**config.mk**
```make
export PLATFORM = sky130hd
export DESIGN_NAME = col_conv_pe_flat
export DESIGN_NICKNAME = d
export VERILOG_FILES = /design/src/rtl/col_conv_pe_if.sv /design/src/rtl/col_conv_pe.sv /design/src/flat_wrapper.sv
export SDC_FILE = /design/constraint.sdc
export NUM_CORES = 1
export LEC_CHECK = 0
export BUFFER_PORTS_ARGS = -buffer_cell sky130_fd_sc_hd__buf_2
export CAP_MARGIN = 20
export CORE_ASPECT_RATIO = 1.1
export CORE_MARGIN = 2
export CORE_UTILIZATION = 40
export CTS_BUF_LIST = sky130_fd_sc_hd__clkbuf_8 sky130_fd_sc_hd__clkbuf_16
export CTS_CLUSTER_DIAMETER = 80
export DETAILED_ROUTE_END_ITERATION = 8
export GPL_TIMING_DRIVEN = 0
export SLEW_MARGIN = 25
export SYNTH_ARGS = -nofsm -noshare
export SYNTH_HDL_FRONTEND = slang
export SYNTH_SLANG_ARGS = --single-unit
export TNS_END_PERCENT = 5
```
**constraint.sdc**
```tcl
create_clock -name i_clk -period 11.9 [get_ports i_clk]
set_input_delay 1.785 -clock i_clk [delete_from_list [all_inputs] [get_ports i_clk]]
set_output_delay 1.785 -clock i_clk [all_outputs]
set_load 0.01 [all_outputs]
```
**src/rtl/col_conv_pe_if.sv**
```systemverilog
// col_conv_pe_if: pixel-column stream, result stream and weight-config signals of col_conv_pe
interface col_conv_pe_if #(
  parameter int DATA_W = 8,
  parameter int KERNEL_H = 7,
  parameter int COEF_W = 5
);
  logic i_vld;
  logic i_eof;
  logic [KERNEL_H*DATA_W-1:0] i_data;
  logic o_rdy;
  logic o_vld;
  logic o_eof;
  logic [DATA_W-1:0] o_data;
  logic i_rdy;
  logic i_cfg_we;
  logic [$clog2(KERNEL_H)-1:0] i_cfg_idx;
  logic [COEF_W-1:0] i_cfg_wt;
  logic i_cfg_commit;
  logic o_cfg_pend;
  modport slave (
    input i_vld, i_eof, i_data, i_rdy, i_cfg_we, i_cfg_idx, i_cfg_wt, i_cfg_commit,
    output o_rdy, o_vld, o_eof, o_data, o_cfg_pend
  );
  modport master (
    output i_vld, i_eof, i_data, i_rdy, i_cfg_we, i_cfg_idx, i_cfg_wt, i_cfg_commit,
    input o_rdy, o_vld, o_eof, o_data, o_cfg_pend
  );
endinterface

```
**src/rtl/col_conv_pe.sv**
```systemverilog
// col_conv_pe: column dot-product PE with 2-entry skid, elastic pipe and drained shadow-weight swap
module col_conv_pe #(
  parameter int DATA_W = 8,
  parameter int KERNEL_H = 7,
  parameter int COEF_W = 5,
  parameter logic [KERNEL_H*COEF_W-1:0] WEIGHTS = {5'd7, 5'd26, 5'd5, 5'd28, 5'd3, 5'd30, 5'd1},
  parameter int NORM_SHIFT = 5,
  parameter int PIPE_STAGES = 3
) (
  input logic i_clk,
  input logic i_rst,
  col_conv_pe_if.slave bus
);
  localparam int IW = $clog2(KERNEL_H);
  localparam int AW = DATA_W + COEF_W + IW + 1;
  localparam int VW = KERNEL_H * DATA_W;
  localparam logic [AW:0] RND = (AW + 1)'(1) << (NORM_SHIFT - 1);
  typedef enum logic [1:0] {RUN, DRAIN, SWAP} state_t;
  state_t state;
  logic signed [COEF_W-1:0] act [KERNEL_H];
  logic signed [COEF_W-1:0] shd [KERNEL_H];
  logic [VW-1:0] sk_d [2];
  logic [1:0] sk_e;
  logic [1:0] cnt, cnt_n;
  logic signed [AW-1:0] st_acc [PIPE_STAGES];
  logic [PIPE_STAGES-1:0] st_vld, st_eof, adv;
  logic acc_in, pop, push, src_vld, src_e, wi;
  logic [VW-1:0] src_d;
  logic signed [AW-1:0] src_acc;
  logic signed [AW:0] rnd;
  assign acc_in = bus.i_vld && bus.o_rdy;
  assign src_vld = cnt != 2'd0 || acc_in;
  assign src_d = cnt != 2'd0 ? sk_d[0] : bus.i_data;
  assign src_e = cnt != 2'd0 ? sk_e[0] : bus.i_eof;
  assign pop = adv[0] && cnt != 2'd0;
  assign push = acc_in && (cnt != 2'd0 || !adv[0]);
  assign cnt_n = cnt - {1'b0, pop} + {1'b0, push};
  assign wi = (cnt - {1'b0, pop}) != 2'd0;
  assign rnd = ($signed({st_acc[PIPE_STAGES-1][AW-1], st_acc[PIPE_STAGES-1]}) + $signed(RND)) >>> NORM_SHIFT;
  assign bus.o_vld = st_vld[PIPE_STAGES-1];
  assign bus.o_eof = st_eof[PIPE_STAGES-1];
  assign bus.o_data = rnd[AW] ? '0 : (|rnd[AW-1:DATA_W] ? '1 : rnd[DATA_W-1:0]);
  always_comb begin : adv_chain
    logic a;
    a = !st_vld[PIPE_STAGES-1] || bus.i_rdy;
    adv = '0;
    adv[PIPE_STAGES-1] = a;
    for (int s = PIPE_STAGES - 2; s >= 0; s--) begin
      a = !st_vld[s] || a;
      adv[s] = a;
    end
  end
  always_comb begin
    src_acc = '0;
    for (int k = 0; k < KERNEL_H; k++)
      src_acc += AW'($signed({1'b0, src_d[k*DATA_W +: DATA_W]})) * AW'(act[k]);
  end
  always_ff @(posedge i_clk) begin
    if (i_rst) begin
      state <= RUN;
      bus.o_rdy <= 1'b0;
      bus.o_cfg_pend <= 1'b0;
      cnt <= '0;
      st_vld <= '0;
      st_eof <= '0;
      for (int s = 0; s < PIPE_STAGES; s++) st_acc[s] <= '0;
      for (int k = 0; k < KERNEL_H; k++) begin
        act[k] <= WEIGHTS[k*COEF_W +: COEF_W];
        shd[k] <= WEIGHTS[k*COEF_W +: COEF_W];
      end
    end else begin
      if (bus.i_cfg_we && 32'(bus.i_cfg_idx) < KERNEL_H) shd[bus.i_cfg_idx] <= bus.i_cfg_wt;
      if (pop) begin
        sk_d[0] <= sk_d[1];
        sk_e[0] <= sk_e[1];
      end
      if (push) begin
        sk_d[wi] <= bus.i_data;
        sk_e[wi] <= bus.i_eof;
      end
      cnt <= cnt_n;
      if (adv[0]) begin
        st_vld[0] <= src_vld;
        st_eof[0] <= src_e;
        st_acc[0] <= src_acc;
      end
      for (int s = 1; s < PIPE_STAGES; s++)
        if (adv[s]) begin
          st_vld[s] <= st_vld[s-1];
          st_eof[s] <= st_eof[s-1];
          st_acc[s] <= st_acc[s-1];
        end
      bus.o_rdy <= (state == SWAP || (state == RUN && !bus.i_cfg_commit)) && cnt_n != 2'd2;
      if (state == RUN && bus.i_cfg_commit) begin
        state <= DRAIN;
        bus.o_cfg_pend <= 1'b1;
      end
      if (state == DRAIN && cnt == 2'd0 && st_vld == '0) begin
        state <= SWAP;
        act <= shd;
      end
      if (state == SWAP) begin
        state <= RUN;
        bus.o_cfg_pend <= 1'b0;
      end
    end
  end
endmodule

```
**src/flat_wrapper.sv**
```systemverilog
// flat-port wrapper written by rule: the top's interface ports become plain ports
module col_conv_pe_flat 
#(
  parameter int DATA_W = 8,
  parameter int KERNEL_H = 7,
  parameter int COEF_W = 5,
  parameter logic [KERNEL_H*COEF_W-1:0] WEIGHTS = {5'd7, 5'd26, 5'd5, 5'd28, 5'd3, 5'd30, 5'd1},
  parameter int NORM_SHIFT = 5,
  parameter int PIPE_STAGES = 3
)
  (i_clk, i_rst, bus_i_vld, bus_i_eof, bus_i_data, bus_i_rdy, bus_i_cfg_we, bus_i_cfg_idx, bus_i_cfg_wt, bus_i_cfg_commit, bus_o_rdy, bus_o_vld, bus_o_eof, bus_o_data, bus_o_cfg_pend);
  col_conv_pe_if #(.DATA_W(DATA_W), .KERNEL_H(KERNEL_H), .COEF_W(COEF_W)) bus_i ();
  input logic i_clk;
  input logic i_rst;
  input wire logic [$bits(bus_i.i_vld)-1:0] bus_i_vld;
  input wire logic [$bits(bus_i.i_eof)-1:0] bus_i_eof;
  input wire logic [$bits(bus_i.i_data)-1:0] bus_i_data;
  input wire logic [$bits(bus_i.i_rdy)-1:0] bus_i_rdy;
  input wire logic [$bits(bus_i.i_cfg_we)-1:0] bus_i_cfg_we;
  input wire logic [$bits(bus_i.i_cfg_idx)-1:0] bus_i_cfg_idx;
  input wire logic [$bits(bus_i.i_cfg_wt)-1:0] bus_i_cfg_wt;
  input wire logic [$bits(bus_i.i_cfg_commit)-1:0] bus_i_cfg_commit;
  output wire logic [$bits(bus_i.o_rdy)-1:0] bus_o_rdy;
  output wire logic [$bits(bus_i.o_vld)-1:0] bus_o_vld;
  output wire logic [$bits(bus_i.o_eof)-1:0] bus_o_eof;
  output wire logic [$bits(bus_i.o_data)-1:0] bus_o_data;
  output wire logic [$bits(bus_i.o_cfg_pend)-1:0] bus_o_cfg_pend;
  assign bus_i.i_vld = bus_i_vld;
  assign bus_i.i_eof = bus_i_eof;
  assign bus_i.i_data = bus_i_data;
  assign bus_i.i_rdy = bus_i_rdy;
  assign bus_i.i_cfg_we = bus_i_cfg_we;
  assign bus_i.i_cfg_idx = bus_i_cfg_idx;
  assign bus_i.i_cfg_wt = bus_i_cfg_wt;
  assign bus_i.i_cfg_commit = bus_i_cfg_commit;
  assign bus_o_rdy = bus_i.o_rdy;
  assign bus_o_vld = bus_i.o_vld;
  assign bus_o_eof = bus_i.o_eof;
  assign bus_o_data = bus_i.o_data;
  assign bus_o_cfg_pend = bus_i.o_cfg_pend;
  col_conv_pe #(.DATA_W(DATA_W), .KERNEL_H(KERNEL_H), .COEF_W(COEF_W), .WEIGHTS(WEIGHTS), .NORM_SHIFT(NORM_SHIFT), .PIPE_STAGES(PIPE_STAGES)) u_core (.i_clk(i_clk), .i_rst(i_rst), .bus(bus_i));
endmodule
```
==> impl_results.md, run 1 <==
- Final Hold Viols: 0
- Worst EP arrival: 10660 ps
- DRC viols: 0
- EDFF count, synth: 153
- Status: complete, no violations
- Post-synth top area share: 21.31%
- Synth area leader: edfxtp_1
- Fin util: 44.54%
- Clk_lat worst skew: 560 ps
- GPL Wtd Cong: 0.8870
- IO Pins: 83
- Tmin final: 10260 ps
- Slew @ Worst Pin: 1009 ps
- Dpl hpwl: 41430 um
- Largest net degree at the start of global routing: 34
- Slew headroom: 32.18%
- Synth Flop Type: edfxtp_1
- Hold buffers post-CTS: 0
- Routed len/inst: 17.18 um
- Post-synth ARST share: 0%
- Period utilization: 86.22%
- Filler cell count: 5131
- Critical path type: flip-flop to flip-flop
- Critical-path top delay cell: buf_2
- Crit end category: flip-flop
- Cell mode on critical path: fa_1
- Via count: 14773
- Warnings from Yosys: 0
- Hold crit path type: flip-flop to flip-flop
- Cts repair resizes: 0
- Deepest clock path buffer count: 3
- Yosys reg bits: 235
- Number of global-route vias before repair: 14953
- Core Area: 53450 sq um
- Maximum clock rate: 97.46 MHz
- CTS root buf: clkbuf_16
- Antenna violations before repair: 2
- Share of cells above drive strength 1: 10.72%
- Area contributors post-synth: edfxtp_1 21%, fa_1 19%, ha_1 12%
- GR Layer Usage met1: 24.43%
- Global route hottest layer: met2
- TritonCTS Sinks: 235
- Critical Path RT: 12300 ps
- Iter 0 DRT Violations: 678
- Met2 GRT Util: 32.07%
- Final setup vio count: 0
- Cell Count, Final, Fillers Out: 2939
- Die W: 225.4 um
- Max FO, Critical Path: 10
- Vias per inst: 5.027
- RSZ-0062 raised after global routing: no
- Clock tree from TritonCTS: done
- Mapped cell area: 21560 sq um
- Buffers on Ports: 82
- Tot GR Track Use: 18.37%
- Layout net count: 2728
- Max H-tree Level: 1
- Synthesis-to-layout area growth: 10.39%
- Worst Skew: 10.90 ps
- Die Y: 247.5 um
- Met3 Resource Use GR: 1.622%
- Clock transition at path regs: 60 ps
- Setup Buffers After CTS: 0
- Max Cap Viol: 0
- Syn_nets: 2614
- Inst Count DP: 2892
- Antenna diodes: 0
- Post-Syn Instances: 2124
- CTS buffer count: 26
- Overflow after GRT: 0
- Drt first pass iters: 6
- Mean Syn Cell Area: 10.15 sq um
- Sequential element share of the synthesized area: 28.92%
- Final ANT Viol Nets: 0
- Die ar.: 55790 sq um
- Site Rows: 89
- Final slew viol count: 0
- DRT Wirelength: 50480 um
- Crit start category: flip-flop
- Post-Route Setup TNS: 0 ps
- Starting Density: 40.34%
- Cell variety after synth: 70
- CP max stage delay: 590 ps
- First-pass GRT wire length: 80590 um
## worst paths after layout
check / start / endpoint / slack, ps / depth (start not counted)
worst max-delay path: u_core.cnt[0] / u_core.st_acc[0][16] / 1640 / 30
worst min-delay path: u_core.shd[16] / u_core.act[16] / 450 / 2
worst max register to register: u_core.cnt[0] / u_core.st_acc[0][16] / 1640 / 30
worst min register to register: u_core.shd[16] / u_core.act[16] / 450 / 2
## cells in the final DEF, fill, tap and decap left out, types with 81 or more instances in the layout
cell type	count
inv_1	373
ha_1	215
fa_1	204
nand2_1	169
edfxtp_1	153
nor2b_1	147
buf_2	89
nor2_1	87
mux2i_1	84
dfxtp_1	82
and2_1	81
## area by class of cell
type	instances	area (sq um)	share of cell area, %
multi-input combinational	1487	13790	57.95
sequential	235	6236	26.20
inverter	367	1378	5.787
tap	682	853.3	3.585
clock buffer	29	714.4	3.001
timing repair buffer	86	513.0	2.155
buffer	35	178.9	0.7516
clock inverter	18	137.6	0.5782
## flip-flops by register name, indices dropped and copies added, names as in the netlist
| name | cells |
|---|---|
| u_core.st_eof | 3 |
| u_core.act | 35 |
| u_core.st_acc | 39 |
| u_core.bus.o_rdy | 1 |
| u_core.bus.o_cfg_pend | 1 |
| u_core.st_vld | 3 |
| u_core.sk_e | 2 |
| u_core.sk_d | 112 |
| u_core.shd | 35 |
| u_core.state | 2 |
| u_core.cnt | 2 |
## synth_stat cells, drive strengths merged, types with 4 or more instances
cell / instances
inv: 366
ha: 215
fa: 204
nand2: 169
edfxtp: 153
nor2b: 147
nor2: 87
mux2i: 84
dfxtp: 82
and2: 81
a21oi: 73
mux2: 72
nand2b: 44
xnor2: 39
nand3: 30
xor2: 28
a21o: 22
o21ai: 22
nor3: 21
clkbuf: 20
or2: 17
buf: 15
o21a: 12
a211oi: 11
nand4: 10
or3: 10
a311oi: 9
and3: 8
o211ai: 7
nor4: 6
a2111oi: 5
a31oi: 5
o211a: 5
o31a: 5
o2111a: 4
o21bai: 4
## per-stage QoR
stage / cell area (sq um) / hold slack, ps / worst slack (ps)
floorplan: 21560 / 431.2 / 2687
global placement: 22830 / 439.5 / 1750
detailed placement: 22950 / 440.8 / 1705
CTS: 23810 / 450.6 / 1656
global route: 23810 / 465.7 / 1190
finish: 23810 / 448.7 / 1639
## critical path, delay by kind of cell (launching register included)
kind | cells | cell delay, ps
multiplexers | 2 | 740
AO/OA/AOI/OAI | 8 | 2160
buffers and inverters | 6 | 1520
AND/OR/NAND/NOR | 3 | 710
XOR/XNOR | 2 | 430
flip-flops | 1 | 370
adder cells (fa/ha/maj) | 9 | 4130
## cells by family after synthesis
logic type	after synthesis	synth area share, %
XOR/XNOR	67	2.721
multiplexers	156	7.659
AND/OR/NAND/NOR	641	15.56
adder cells (fa/ha/maj)	419	31.41
flip-flops	235	28.92
buffers and inverters	402	7.212
AO/OA/AOI/OAI	204	6.522
## per-layer routing
metal | wire length, um | up-vias
met2 | 24400 | 231
met4 | 1242 | 0
li1 | - | 7224
met1 | 23300 | 7261
met3 | 1537 | 57
met5 | 0 | -
Power of run 1 is left out: the tool's default activity adds up to more than one toggle a clock period on the data nets, which glitch-free logic cannot reach.
==> run 2, diff against run 1 <==
- CELL_PAD_IN_SITES_DETAIL_PLACEMENT: unset -> 0
- CELL_PAD_IN_SITES_GLOBAL_PLACEMENT: unset -> 1
- PLACE_DENSITY_LB_ADDON: unset -> 0.1
==> run 2 against run 1 <==
Die area did not move. Critical path depth did not move. Global-route usage up 1.3 points. Sequential share of layout area down 0.13 points. Via count rose by 0.13%. Critical endpoint unchanged.
==> impl_results.md, run 2 (synthesized netlist as in run 1, its figures left out) <==
- Via count: 14792 (+0.13%)
- Worst Skew: 17.97 ps (+7.071 ps)
- Number of global-route vias before repair: 14913 (-0.27%)
- Post-Route Setup TNS: 0 ps (unchanged)
- Layout net count: 2732 (+0.15%)
- Cell mode on critical path: fa_1
- CTS buffer count: 28 (+7.7%)
- Clock transition at path regs: 70 ps (about the same)
- Final setup vio count: 0 (unchanged)
- Starting Density: 40.34% (unchanged)
- Buffers on Ports: 82 (unchanged)
- Commonest cells after routing, fill and taps aside: 374 x inv_1, 215 x ha_1, 204 x fa_1
- IO Pins: 83 (unchanged)
- Critical-path top delay cell: fa_1
- Reg2reg end: u_core.st_acc[0][16]
- Iter 0 DRT Violations: 536 (-21%)
- Synthesis-to-layout area growth: 10.93%
- Hold buffers post-CTS: 0 (unchanged)
- Clock tree from TritonCTS: done
- Deepest clock path buffer count: 3 (unchanged)
- Critical Path RT: 12210 ps (-90 ps)
- Die Y: 247.5 um (unchanged)
- Period utilization: 87.01% (+0.79 points)
- Core Area: 53450 sq um (unchanged)
- Site Rows: 89 (unchanged)
- Finished layout cell area: 23920 sq um (+0.49%)
- TritonCTS Sinks: 235 (unchanged)
- Tmin final: 10350 ps (+93.59 ps)
- Dpl hpwl: 44290 um (+6.9%)
- Antenna diodes: 0 (unchanged)
- DRC viols: 0 (unchanged)
- DRT Wirelength: 53650 um (+6.3%)
- RSZ-0062 raised after global routing: no
- Setup Buffers After CTS: 0 (unchanged)
- Min-delay src: u_core.shd[32]
- Crit end category: flip-flop
- Most common cell after layout, fill and taps aside: inv_1
- Die ar.: 55790 sq um (unchanged)
- Critical path type: flip-flop to flip-flop
- Hold Path Depth: 2 (unchanged)
- Hold Slack: 459.2 ps (+10.48 ps)
- Fin util: 44.75% (+0.22 points)
- Slew headroom: 29.07% (-3.1 points)
- Crit path from: u_core.cnt[1]
- Overflow after GRT: 0 (unchanged)
- Placed cell area: 23010 sq um (+0.25%)
- Status: complete, no violations
- Largest net degree at the start of global routing: 32 (-5.9%)
- Antenna violations before repair: 0 (-2)
- Reg with most FFs: u_core.sk_d
- Biggest regs: u_core.sk_d (112), u_core.st_acc (39)
- Delay-heaviest family, CP: adder cells
- CP max stage delay: 730 ps (+140 ps)
- Die W: 225.4 um (unchanged)
- Reg2Reg Depth: 30 (unchanged)
- Share of cells above drive strength 1: 11.00% (+0.28 points)
- First-pass GRT wire length: 83910 um (+4.1%)
- Vias per inst: 5.021 (-0.11%)
- Max H-tree Level: 1 (unchanged)
- Reg2reg setup slack: 1550 ps (-90 ps)
- Worst EP arrival: 10670 ps (about the same)
- Max FO, Critical Path: 10 (unchanged)
- Clk_lat worst skew: 580 ps (+20 ps)
- Final slew viol count: 0 (unchanged)
- Max reg flops: 112 (unchanged)
- Max Cap Viol: 0 (unchanged)
- GPL Wtd Cong: 0.8344 (-5.9%)
- Maximum clock rate: 96.58 MHz (-0.90%)
- Final Hold Viols: 0 (unchanged)
- Hold crit path type: flip-flop to flip-flop
- Cts repair resizes: 0 (unchanged)
- CTS root buf: clkbuf_16
- Tot GR Track Use: 19.66% (+1.3 points)
- Slew @ Worst Pin: 1056 ps (+46.36 ps)
- Crit start category: flip-flop
- Hold EP: u_core.act[32]
- Final ANT Viol Nets: 0 (unchanged)
- Drt first pass iters: 4 (-2)
- Routed len/inst: 18.21 um (+6.0%)
- Worst r2r src: u_core.cnt[1]
- WP buf/inv: 6 (unchanged)
[run 2: worst max-delay path by stage]
stage	to	cells after the start
3_3_place_gp	u_core.st_acc[0][16]	30
5_1_grt	u_core.st_acc[0][16]	29
6_report	u_core.st_acc[0][16]	30
4_1_cts	u_core.st_acc[0][16]	30
3_5_place_dp	u_core.st_acc[0][16]	29
2_1_floorplan	u_core.st_acc[0][16]	28
[run 2: layout make-up]
type                            instances  area, sq um
Buffer                                 35        178.9
Clock buffer                           31        764.5
Clock inverter                         21        142.6
Fill cell                            5211        29530
Inverter                              367         1378
Multi-Input combinational cell       1487        13800
Sequential cell                       235         6236
Tap cell                              682        853.3
Timing Repair Buffer                   88        568.0
[run 2: routing by layer]
metal	vias up	wire length [um]	track usage, %
met5	-	0	0
met4	0	1500	5.590
met3	56	1521	1.811
met2	195	25440	33.19
met1	7310	25190	26.97
li1	7231	-	-
[run 2: stage by stage]
stage	cells	setup slack (ps)
global route	2946	905.6
floorplan	2124	2687
CTS	2946	1453
finish	2946	1546
detailed placement	2894	1480
global placement	2888	1510
[run 2: worst register-to-register path: cells and delay by family (launching register included)]
kind / cells / cell delay [ps]
adders and majority gates: 9 / 4430
buffers and inverters: 6 / 1560
DFF: 1 / 370
and+or+nand+nor: 3 / 600
AOI/OAI and AO/OA: 8 / 1940
muxes: 2 / 750
xor gates and xnor gates: 2 / 440
Power of run 2 is left out for the same reason.
